<file path="src/rtl/fetch_ctrl.sv">
// IF-stage sequencing controller: drives Branch/Halt to the IF unit,
// inserts memory-wait stalls and post-redirect flush bubbles, keeps perf counters.
module fetch_ctrl #(
  parameter int FLUSH_CYCLES = 1,
  parameter int CNT_W        = 16
) (
  input  logic             CLK,
  input  logic             Init,
  input  logic             Start,
  input  logic             Mem_ready,
  input  logic             Is_branch,
  input  logic             Is_jump,
  input  logic             Is_halt,
  input  logic             Zero,
  input  logic             Resume,
  output logic [1:0]       Branch,
  output logic             Halt,
  output logic             Instr_valid,
  output logic             Flush,
  output logic [2:0]       State,
  output logic [CNT_W-1:0] Retired,
  output logic [CNT_W-1:0] Stall_cycles
);

  localparam logic [2:0] S_IDLE   = 3'd0;
  localparam logic [2:0] S_FETCH  = 3'd1;
  localparam logic [2:0] S_WAIT   = 3'd2;
  localparam logic [2:0] S_FLUSH  = 3'd3;
  localparam logic [2:0] S_HALTED = 3'd4;

  localparam logic [1:0] FC = 2'(FLUSH_CYCLES);
  localparam logic [CNT_W-1:0] CNT_MAX = '1;
  localparam logic [CNT_W-1:0] CNT_ONE = CNT_W'(1);

  logic [2:0]       state_q, state_d;
  logic [1:0]       fcnt_q, fcnt_d;
  logic [CNT_W-1:0] ret_q, ret_d;
  logic [CNT_W-1:0] stall_q, stall_d;

  logic issue;
  logic redirect;

  assign issue    = (state_q == S_FETCH) & Mem_ready;
  assign redirect = Is_jump | (Is_branch & Zero);

  always_ff @(posedge CLK or posedge Init) begin
    if (Init) begin
      state_q <= S_IDLE;
      fcnt_q  <= '0;
      ret_q   <= '0;
      stall_q <= '0;
    end else begin
      state_q <= state_d;
      fcnt_q  <= fcnt_d;
      ret_q   <= ret_d;
      stall_q <= stall_d;
    end
  end

  always_comb begin
    state_d = state_q;
    fcnt_d  = fcnt_q;
    case (state_q)
      S_IDLE: begin
        if (Start) state_d = S_FETCH;
      end
      S_FETCH: begin
        if (!Mem_ready) begin
          state_d = S_WAIT;
        end else if (Is_halt) begin
          state_d = S_HALTED;
        end else if (redirect) begin
          if (FC != 2'd0) begin
            state_d = S_FLUSH;
            fcnt_d  = FC;
          end
        end
      end
      S_WAIT: begin
        if (Mem_ready) state_d = S_FETCH;
      end
      S_FLUSH: begin
        // the last bubble is the one that sees a count of 1
        if (fcnt_q <= 2'd1) begin
          state_d = S_FETCH;
          fcnt_d  = '0;
        end else begin
          fcnt_d = fcnt_q - 2'd1;
        end
      end
      S_HALTED: begin
        if (Resume) state_d = S_FETCH;
      end
      default: begin
        state_d = S_IDLE;
        fcnt_d  = '0;
      end
    endcase
  end

  always_comb begin
    ret_d   = ret_q;
    stall_d = stall_q;
    if (state_q == S_IDLE && Start) begin
      ret_d   = '0;
      stall_d = '0;
    end else begin
      if (issue && ret_q != CNT_MAX)
        ret_d = ret_q + CNT_ONE;
      if ((state_q == S_WAIT || state_q == S_FLUSH) && stall_q != CNT_MAX)
        stall_d = stall_q + CNT_ONE;
    end
  end

  always_comb begin
    Branch      = 2'd3;
    Halt        = 1'b1;
    Instr_valid = 1'b0;
    Flush       = 1'b0;
    if (issue) begin
      Instr_valid = 1'b1;
      Halt        = 1'b0;
      if (Is_halt) begin
        Branch = 2'd3;
        Halt   = 1'b1;
      end else if (Is_jump) begin
        Branch = 2'd2;
      end else if (Is_branch & Zero) begin
        Branch = 2'd1;
      end else begin
        Branch = 2'd0;
      end
    end
    if (state_q == S_FLUSH) Flush = 1'b1;
  end

  assign State        = state_q;
  assign Retired      = ret_q;
  assign Stall_cycles = stall_q;

endmodule

</file>
<file path="config.mk">
export PLATFORM = sky130hd
export DESIGN_NAME = fetch_ctrl
export DESIGN_NICKNAME = d
export VERILOG_FILES = /design/src/rtl/fetch_ctrl.sv
export SDC_FILE = /design/constraint.sdc
export NUM_CORES = 1
export LEC_CHECK = 0
export BUFFER_PORTS_ARGS = -buffer_cell sky130_fd_sc_hd__buf_2
export CORE_MARGIN = 1.5
export CORE_UTILIZATION = 52
export CTS_CLUSTER_SIZE = 14
export DETAILED_ROUTE_END_ITERATION = 7
export GPL_TIMING_DRIVEN = 0
export HOLD_SLACK_MARGIN = 0.08
export PLACE_DENSITY = 0.77
export REMOVE_ABC_BUFFERS = 1
export SLEW_MARGIN = 5
export SYNTH_ARGS = -nofsm -noshare
export SYNTH_HDL_FRONTEND = slang
export SYNTH_SLANG_ARGS = --single-unit
export TNS_END_PERCENT = 20
</file>
<file path="constraint.sdc">
create_clock -name CLK -period 2.4 [get_ports CLK]
set_input_delay 0.48 -clock CLK [delete_from_list [all_inputs] [get_ports CLK]]
set_output_delay 0.48 -clock CLK [all_outputs]
set_load 0.02 [all_outputs]
</file>
==> key figures, run 1 <==
Global routing
  – Initial antenna violation count: 0
  – Vias in the first global route: 1617
  – GRT Resource Usage Total: 0.221
  – Pin count of the biggest net entering global routing: 38
  – First-pass GRT wire length: around 7500 um
  – GR Overflow Total: 0

Synthesis
  – Most common cell in the netlist: dfrtp_1
  – Seq/Total Area, Yosys: 0.430
  – Dominant synthesized flop cell: dfrtp_1
  – Ys Warns: 0
  – Async SR Flop Fraction: 1.00
  – Largest cells by area after synthesis: dfrtp_1 43%, nand2_1 5.6%, xnor2_1 3.7%
  – Register bit total from synthesis: 37
  – Commonest cells post-synth: 37 x dfrtp_1, 32 x nand2_1, 20 x nor2_1
  – Synth Cell Area: 2150 um2
  – Syn Inst Count: between 200 and 250
  – Post-synth EDFFs: 0
  – Area leader, netlist: dfrtp_1
  – Syn Area/Cell: 9.17 um2
  – Post-synth top area share: 0.430
  – Netlist cell types: 54

Die
  – Core ar.: 4000 um2
  – Initial Utilization: 0.539
  – Die area: 4540 um2
  – Ports: 49
  – Die height: between 60 and 70 um
  – Num rows: 23
  – Die Width: just under 70 um

STA
  – Slew Limit Headroom: 0.493
  – Fmax achieved: 436 MHz
  – Final Hold Fails: 0
  – TNS Setup: 0 ns
  – Finish-stage setup viols: 0
  – Actual slew at the worst max-slew pin: 0.759 ns
  – RSZ-0062 raised after global routing: no
  – Setup WS post-layout: between 0.1 and 0.15 ns
  – Max Slew Vio Count: 0
  – Final worst path period share: 0.955
  – Minimum clock period: 2.29 ns
  – Clock Skew: 0.00377 ns

Clock network
  – Root buffer cell: clkbuf_8
  – Num CTS Buffers: 5
  – Post-CTS Setup Inserts: 0
  – Hold buffers post-CTS: 0
  – CTS Sinks: 37
  – Worst skew pair latency: between 0.2 and 0.3 ns
  – CTS max path bufs: 2
  – H-Tree Depth: 2
  – Clock transition at the registers of the reported paths: 0.08 ns
  – TritonCTS clock tree: built

Pwr
  – Leak pwr: 1.22 nW
  – P per Cell Area: ~760 nW/um2
  – Total Power: 1.90 mW
  – VDD IR max: 0.000382 V

Routing
  – DRT iter0 DRCs: 100
  – DRT antenna net count: 0
  – DR pass1 iterations: 4
  – Post-route DRC: 0
  – Via-to-Cell Ratio: 5.59
  – DR WL/cell: 13.5 um
  – Via total after detailed routing: 1861
  – DRT Wirelength: 4490 um

Worst setup path
  – Worst Path Required: 1.92 ns
  – Class of the most critical setup path: reg -> out
  – Setup crit end kind: primary output
  – Critical path peak fanout: 13
  – Arr. time, crit path: 1.81 ns
  – Reg2Reg Depth: 6
  – CP Launch Type: flip-flop

Finish
  – Inserted Diodes: 0
  – FILL cells: 351
  – FF+latch area: 927 um2
  – Share of cells above drive strength 1: 0.261
  – Area growth syn-to-layout: 15.9%
  – Area of the multi-input gates: between 1000 and 1500 um2
  – Post-route insts no fill: around 330
  – Final net count: 293

Placed design
  – GPL Wtd Cong: 0.828
  – Port Buffer Count: 48
  – Post-placement cell count: 325
  – Dpl ws: 0.105 ns
  – Hpwl dp: 3210 um

Min path
  – Hold Path Class: in -> async

Flow run
  – Max Cap Viol: 0

Run status
  – Status: completed
metal layers:
metal	share of wire	track usage	vias up
met5	0	0	-
met4	0.016	0.0765	0
met3	0.057	0.0550	6
met2	0.44	0.324	56
met1	0.49	0.317	857
li1	-	-	942
worst max-delay path, cell delays in order, from the launching register on:
cell     delay, ns
dfrtp_1       0.51
or3_4         0.52
or3_1         0.32
buf_2         0.16
placed cells by master (no fill, tap or decap), drive strengths merged, types with 2 or more instances in the layout:
master / count
nand3: 12
a21o: 4
o31ai: 3
clkinv: 2
a21oi: 12
o21ai: 18
or3: 5
and4: 2
o21a: 3
xnor2: 9
and2: 2
or4: 2
nand2: 33
ha: 2
nand2b: 2
buf: 48
nor4: 8
dfrtp: 37
nand4: 12
nor3: 8
nor2: 21
and3: 2
o211ai: 2
clkbuf: 5
mux2i: 5
inv: 9
sequential cells by signal (all words and copies together) (netlist names):
register and count:
Retired 16, State 3, Stall_cycles 16, fcnt_q 2
worst paths after layout:
| check | start | to | slack [ns] |
|---|---|---|---|
| setup / recovery | State[2]$_DFFE_PP0P_ | Branch[1] | 0.11 |
| hold / removal | Init | Retired[2]$_DFFE_PP0P_ | 0.32 |
| setup reg to reg | Retired[0]$_DFFE_PP0P_ | Retired[3]$_DFFE_PP0P_ | 0.32 |
| hold reg to reg | Retired[15]$_DFFE_PP0P_ | Retired[15]$_DFFE_PP0P_ | 0.51 |
| max in group asynchronous | Init | State[0]$_DFFE_PP0P_ | 1.55 |
| min in group CLK | Mem_ready | State[1]$_DFFE_PP0P_ | 0.43 |
final cells by class:
class                      instances  area share
inverter                           9      0.0165
multi-input combinational        181       0.456
clock inverter                     3     0.00701
tap                               50      0.0251
clock buffer                       5      0.0276
sequential                        37       0.371
timing repair buffer              48      0.0962
cells by family after synthesis:
group | synth area share
flops | 0.430
mux | 0.0285
simple gates | 0.297
buf+inv | 0.0447
compound gates | 0.152
xor+xnor | 0.0366
fa+ha+maj | 0.0116
per-stage QoR:
stage	util	hold slack [ns]	area, um2
after CTS	0.623	0.344	2490
after detailed placement	0.601	0.493	2400
after global routing	0.624	0.392	2500
after global placement	0.601	0.488	2400
final	0.624	0.317	2500
after floorplan	-	0.477	2100
what timing repair did:
action / 4_1_cts / 5_1_grt
endpoints found under the setup margin: 2 / 6
gates resized for setup: 1 / 2
pin swaps: 0 / 0
endpoints found under the hold margin: 0 / 0
power by group:
| part | switching, mW | leakage [nW] | internal (mW) |
|---|---|---|---|
| sequential | 0.119 | 0.505 | 0.693 |
| clock | 0.228 | 0.0439 | 0.200 |
| combinational | 0.441 | 0.668 | 0.222 |
| total | 0.787 | 1.22 | 1.11 |
Note: power is estimated with default switching activity, not from simulation.
==> run 2, diff against run 1 <==
==> constraint.sdc (replaced) <==
create_clock -name CLK -period 2.65 [get_ports CLK]
set_input_delay 0.53 -clock CLK [delete_from_list [all_inputs] [get_ports CLK]]
set_output_delay 0.53 -clock CLK [all_outputs]
set_load 0.02 [all_outputs]
==> run 2 against run 1 <==
Clock skew fell by 0.0016 ns. Die area unchanged. Worst hold slack better by 0.054 ns. Critical path type unchanged. Critical endpoint unchanged.
==> key figures, run 2 (synthesized netlist as in run 1, its figures left out) <==
Run status
  – Status: completed

Worst setup path
  – R2R setup slack: 0.31 ns (about the same)
  – R2r endpoint: Stall_cycles[12]$_DFFE_PP0P_
  – CP Launch Type: flip-flop
  – Worst Path Required: 2.12 ns (+0.20 ns)
  – Critical R2R Launch: Stall_cycles[0]$_DFFE_PP0P_
  – Reg2Reg Depth: 6 (unchanged)
  – Critical path peak fanout: 11 (-2)
  – Class of the most critical setup path: reg -> out
  – Arr. time, crit path: 1.90 ns (+0.09 ns)
  – Setup crit end kind: primary output

STA
  – Setup WS post-layout: 0.216 ns (+0.109 ns)
  – Final Hold Fails: 0 (unchanged)
  – Actual slew at the worst max-slew pin: 0.972 ns (+0.213 ns)
  – Final worst path period share: 0.918
  – Fmax achieved: 411 MHz
  – Slew Limit Headroom: 0.349 (-0.144)
  – TNS Setup: 0 ns (unchanged)
  – RSZ-0062 raised after global routing: no
  – Finish-stage setup viols: 0 (unchanged)
  – Clock Skew: 0.00221 ns (-0.00156 ns)
  – Minimum clock period: 2.43 ns
  – Max Slew Vio Count: 0 (unchanged)

Placed design
  – Dpl ws: 0.296 ns (+0.191 ns)
  – GPL Wtd Cong: 0.828 (unchanged)
  – Dpl cell area: 2400 um2 (unchanged)
  – Hpwl dp: 3210 um (unchanged)
  – Port Buffer Count: 48 (unchanged)

Min path
  – Hold Path Class: in -> async

Global routing
  – Pin count of the biggest net entering global routing: 38 (unchanged)
  – GR Overflow Total: 0 (unchanged)
  – Initial antenna violation count: 0 (unchanged)
  – Vias in the first global route: 1618 (+0.062%)
  – First-pass GRT wire length: 7560 um (+0.19%)
  – GRT Resource Usage Total: 0.221 (+0.000355)

Die
  – Ports: 49 (unchanged)
  – Die Width: 67.4 um (unchanged)
  – Die area: 4540 um2 (unchanged)
  – Die height: 67.4 um (unchanged)
  – Num rows: 23 (unchanged)
  – Initial Utilization: 0.539 (unchanged)
  – Core ar.: 4000 um2 (unchanged)

Finish
  – FILL cells: 347 (-1.1%)
  – Inserted Diodes: 0 (unchanged)
  – Post-route cell area: 2490 um2 (-0.15%)
  – Final core utilization: 0.623 (-0.000938)
  – Share of cells above drive strength 1: 0.254 (-0.00707)
  – Commonest non-fill, non-tap cell in the layout: buf_2
  – Final net count: 293 (unchanged)
  – Most frequent cells in the layout: 48 x buf_2, 37 x dfrtp_1, 32 x nand2_1
  – Area growth syn-to-layout: 15.7%

Routing
  – DRT Wirelength: 4480 um (-0.36%)
  – Via-to-Cell Ratio: 5.59 (about the same)
  – Post-route DRC: 0 (unchanged)
  – Via total after detailed routing: 1860 (-0.054%)
  – DR WL/cell: 13.4 um (-0.36%)
  – DR pass1 iterations: 4 (unchanged)
  – DRT iter0 DRCs: 89 (-11%)
  – DRT antenna net count: 0 (unchanged)

Clock network
  – PostCTS Resize Cnt: 0 (-1)
  – Root buffer cell: clkbuf_8
  – Clock transition at the registers of the reported paths: 0.07 ns (about the same)
  – Hold buffers post-CTS: 0 (unchanged)
  – CTS max path bufs: 2 (unchanged)
  – H-Tree Depth: 2 (unchanged)
  – Worst skew pair latency: 0.29 ns (about the same)
  – TritonCTS clock tree: built
  – Post-CTS Setup Inserts: 0 (unchanged)
  – Num CTS Buffers: 5 (unchanged)
  – CTS Sinks: 37 (unchanged)

Pwr
  – Total Power: 1.71 mW (-9.9%)
  – VDD IR max: 0.000344 V (-9.8%)
  – P per Cell Area: 687 nW/um2 (-9.8%)
  – Leak pwr: 1.22 nW (+0.11%)

Flow run
  – Max Cap Viol: 0 (unchanged)
run 2: cell counts in the layout (fill, tap and decap cells not counted):
No cell type changed its count.
run 2: cell type report:
cell class,count,area [um2],area share
clock buffer,5,68.8,0.0276
inverter,9,41.3,0.0166
timing repair buffer,48,240,0.0963
multi-input combinational,181,1140,0.456
tap,50,62.6,0.0251
sequential,37,926,0.371
clock inverter,3,17.5,0.00702
run 2: worst max-delay path by stage:
stage          cells after the start                   startpoint  slack (ns)                           end
3_5_place_dp                       5                    Mem_ready        0.30                     Branch[1]
6_report                           4         State[0]$_DFFE_PP0P_        0.22                     Branch[1]
5_1_grt                            6  Stall_cycles[0]$_DFFE_PP0P_        0.09  Stall_cycles[12]$_DFFE_PP0P_
2_1_floorplan                      5         State[0]$_DFFE_PP0P_        0.33                     Branch[0]
3_3_place_gp                       5                    Mem_ready        0.30                     Branch[1]
4_1_cts                            4         State[0]$_DFFE_PP0P_        0.05                     Branch[1]
run 2: power by group:
group          total [mW]  internal (mW)  switching [mW]
Clock               0.384          0.181           0.203
Combinational       0.596          0.199           0.397
Sequential          0.733          0.626           0.107
run 2: per-stage QoR:
step           hold WS (ns)  cells
2_1_floorplan         0.477    227
3_3_place_gp          0.488    325
3_5_place_dp          0.493    325
4_1_cts               0.394    333
5_1_grt               0.442    333
6_report              0.371    333
run 2: critical path: stages (launching register included):
cell and delay [ns]:
dfrtp_1 0.53, nand2_1 0.14, or3_4 0.45, or3_1 0.32, buf_2 0.16
run 2: layer usage:
layer | GRT usage | up-vias | wire, um
li1 | - | 946 | -
met1 | 0.318 | 858 | 2190
met2 | 0.324 | 50 | 1960
met3 | 0.0550 | 6 | 253
met4 | 0.0765 | 0 | 72
met5 | 0 | - | 0
==> run 3, diff against run 2 <==
--- a/config.mk
+++ b/config.mk
@@ -8,10 +8,12 @@
 export BUFFER_PORTS_ARGS = -buffer_cell sky130_fd_sc_hd__buf_2
 export CORE_MARGIN = 1.5
 export CORE_UTILIZATION = 52
+export CTS_BUF_LIST = sky130_fd_sc_hd__clkbuf_16
 export CTS_CLUSTER_SIZE = 14
 export DETAILED_ROUTE_END_ITERATION = 7
 export GPL_TIMING_DRIVEN = 0
 export HOLD_SLACK_MARGIN = 0.08
+export MAX_ROUTING_LAYER = met4
 export PLACE_DENSITY = 0.77
 export REMOVE_ABC_BUFFERS = 1
 export SLEW_MARGIN = 5
==> run 3 against run 2 <==
Via count increased by 2.2%. Fmax increased by 0.62%. Setup slack improved by 0.015 ns. Sequential share of layout area decreased by 0.82 points. Die area unchanged.
==> key figures, run 3 (synthesized netlist as in run 1, its figures left out) <==
Run status
  – Status: completed

Clock network
  – CTS max path bufs: 2 (unchanged)
  – Hold buffers post-CTS: 0 (unchanged)
  – TritonCTS clock tree: built
  – CTS Sinks: 37 (unchanged)
  – Clock transition at the registers of the reported paths: 0.06 ns (about the same)
  – H-Tree Depth: 2 (unchanged)
  – Worst skew pair latency: 0.29 ns (about the same)
  – Num CTS Buffers: 5 (unchanged)
  – Root buffer cell: clkbuf_16

Routing
  – DR WL/cell: 13.7 um (+2.0%)
  – Via-to-Cell Ratio: 5.71 (+2.2%)
  – DRT iter0 DRCs: 85 (-4.5%)
  – DRT Wirelength: 4570 um (+2.0%)
  – WL met1: 2160 um (-1.2%)
  – DR top layer: met4
  – Post-route DRC: 0 (unchanged)
  – DRT antenna net count: 0 (unchanged)
  – WL met3: 255 um (+0.79%)
  – Via total after detailed routing: 1901 (+2.2%)
  – DR pass1 iterations: 4 (unchanged)
  – Met2 wire len: 2080 um (+5.9%)

Global routing
  – First-pass GRT wire length: 7690 um (+1.6%)
  – Pin count of the biggest net entering global routing: 38 (unchanged)
  – GR Overflow Total: 0 (unchanged)
  – Vias in the first global route: 1655 (+2.3%)
  – GRT Resource Usage Total: 0.232 (+0.0112)
  – Initial antenna violation count: 0 (unchanged)

STA
  – Slew Limit Headroom: 0.341 (-0.00852)
  – Final worst path period share: 0.913 (-0.00562)
  – TNS Setup: 0 ns (unchanged)
  – Minimum clock period: 2.42 ns (-0.0149 ns)
  – Actual slew at the worst max-slew pin: 0.985 ns (+0.0127 ns)
  – Clock Skew: 0.00369 ns (+0.00147 ns)
  – Max Slew Vio Count: 0 (unchanged)
  – Finish-stage setup viols: 0 (unchanged)
  – RSZ-0062 raised after global routing: no
  – Fmax achieved: 413 MHz (+0.62%)
  – Setup WS post-layout: 0.231 ns (+0.0149 ns)
  – Final Hold Fails: 0 (unchanged)

Finish
  – Area growth syn-to-layout: 18.4%
  – FILL cells: 346 (-0.29%)
  – Inserted Diodes: 0 (unchanged)
  – Share of cells above drive strength 1: 0.254 (unchanged)
  – Most frequent cells in the layout: 48 x buf_2, 37 x dfrtp_1, 32 x nand2_1
  – Commonest non-fill, non-tap cell in the layout: buf_2
  – Final core utilization: 0.637 (+0.0141)
  – Post-route cell area: 2550 um2 (+2.3%)
  – Final net count: 293 (unchanged)

Placed design
  – Dpl cell area: 2400 um2 (unchanged)
  – Hpwl dp: 3210 um (unchanged)
  – GPL Wtd Cong: 0.840 (+1.5%)
  – Port Buffer Count: 48 (unchanged)
  – Dpl ws: 0.296 ns (unchanged)

Min path
  – Hold Path Class: in -> async

Die
  – Num rows: 23 (unchanged)
  – Initial Utilization: 0.539 (unchanged)
  – Ports: 49 (unchanged)
  – Die area: 4540 um2 (unchanged)
  – Core ar.: 4000 um2 (unchanged)
  – Die height: 67.4 um (unchanged)
  – Die Width: 67.4 um (unchanged)

Pwr
  – Clk pwr share: 0.302 (+0.078)
  – P per Cell Area: 749 nW/um2 (+9.1%)
  – Combinational share of power: 0.313 (-0.035)
  – Internal power: 1.17 mW (+16%)
  – Leak pwr: 1.24 nW (+2.1%)
  – Sw Ratio: 0.387 (-0.0252)
  – Sw power: 0.740 mW (+4.7%)
  – Register share of total power: 0.385 (-0.043)
  – VDD IR max: 0.000367 V (+6.6%)

Worst setup path
  – Setup crit end kind: primary output
  – Worst Setup SP: State[0]$_DFFE_PP0P_
  – Class of the most critical setup path: reg -> out
  – Arr. time, crit path: 1.89 ns (about the same)
  – Critical path peak fanout: 11 (unchanged)
  – CP Launch Type: flip-flop
  – Critical R2R Launch: Stall_cycles[0]$_DFFE_PP0P_
  – Worst Path Required: 2.12 ns (about the same)
  – Reg2Reg Depth: 6 (unchanged)

Flow run
  – Max Cap Viol: 0 (unchanged)
==> run 3: cell count changes in the layout (fill, tap and decap cells not counted) <==
cell	previous run	this run
clkbuf_16	0	5
clkbuf_8	5	0
==> run 3: path summary, 6_finish.rpt <==
kind	slack, ns	end
setup / recovery	0.23	Branch[1]
hold / removal	0.38	Retired[3]$_DFFE_PP0P_
setup reg to reg	0.32	Stall_cycles[12]$_DFFE_PP0P_
hold reg to reg	0.50	Retired[15]$_DFFE_PP0P_
max in group asynchronous	1.79	Stall_cycles[8]$_DFFE_PP0P_
min in group CLK	0.49	State[1]$_DFFE_PP0P_
==> run 3: area by class of cell <==
cell class | count | area [um2] | share of cell area
clock buffers | 5 | 125 | 0.0491
flip-flops and latches | 37 | 926 | 0.363
repair buffers | 48 | 240 | 0.0942
clock inverters | 3 | 17.5 | 0.00687
inverters | 9 | 41.3 | 0.0162
multi-input cells | 181 | 1140 | 0.446
well taps | 50 | 62.6 | 0.0245
==> run 3: per-layer routing <==
layer | global-route usage | up-vias
met3 | 0.0567 | 7
li1 | - | 945
met1 | 0.317 | 887
met4 | 0.0867 | 0
met2 | 0.335 | 62
met5 | - | -
==> run 3: power groups by stage <==
stage	registers [mW]	clock network [mW]	logic, mW
detailed placement	0.742	0	0.594
floorplan	0.789	0	0.366
global placement	0.740	0	0.582
CTS	0.734	0.583	0.596
finish	0.735	0.578	0.597
global route	0.751	0.613	0.668
==> run 3: critical path, stage by stage, from the launching register on <==
cell and delay (ns):
dfrtp_1 0.52, nand2_1 0.14, or3_4 0.45, or3_1 0.32, buf_2 0.16
==> run 3: through the flow <==
step                      std cells  hold slack [ns]  total power [mW]
after floorplan                 227            0.477              1.16
after global placement          325            0.488              1.32
after detailed placement        325            0.493              1.34
after CTS                       333            0.415              1.91
after global routing            333            0.465              2.03
final                           333            0.380              1.91
==> run 3: timing repair <==
action / in CTS / in global routing
buffers inserted: 0 / 0
gates resized for setup: 0 / 1
endpoints found under the setup margin: 0 / 2
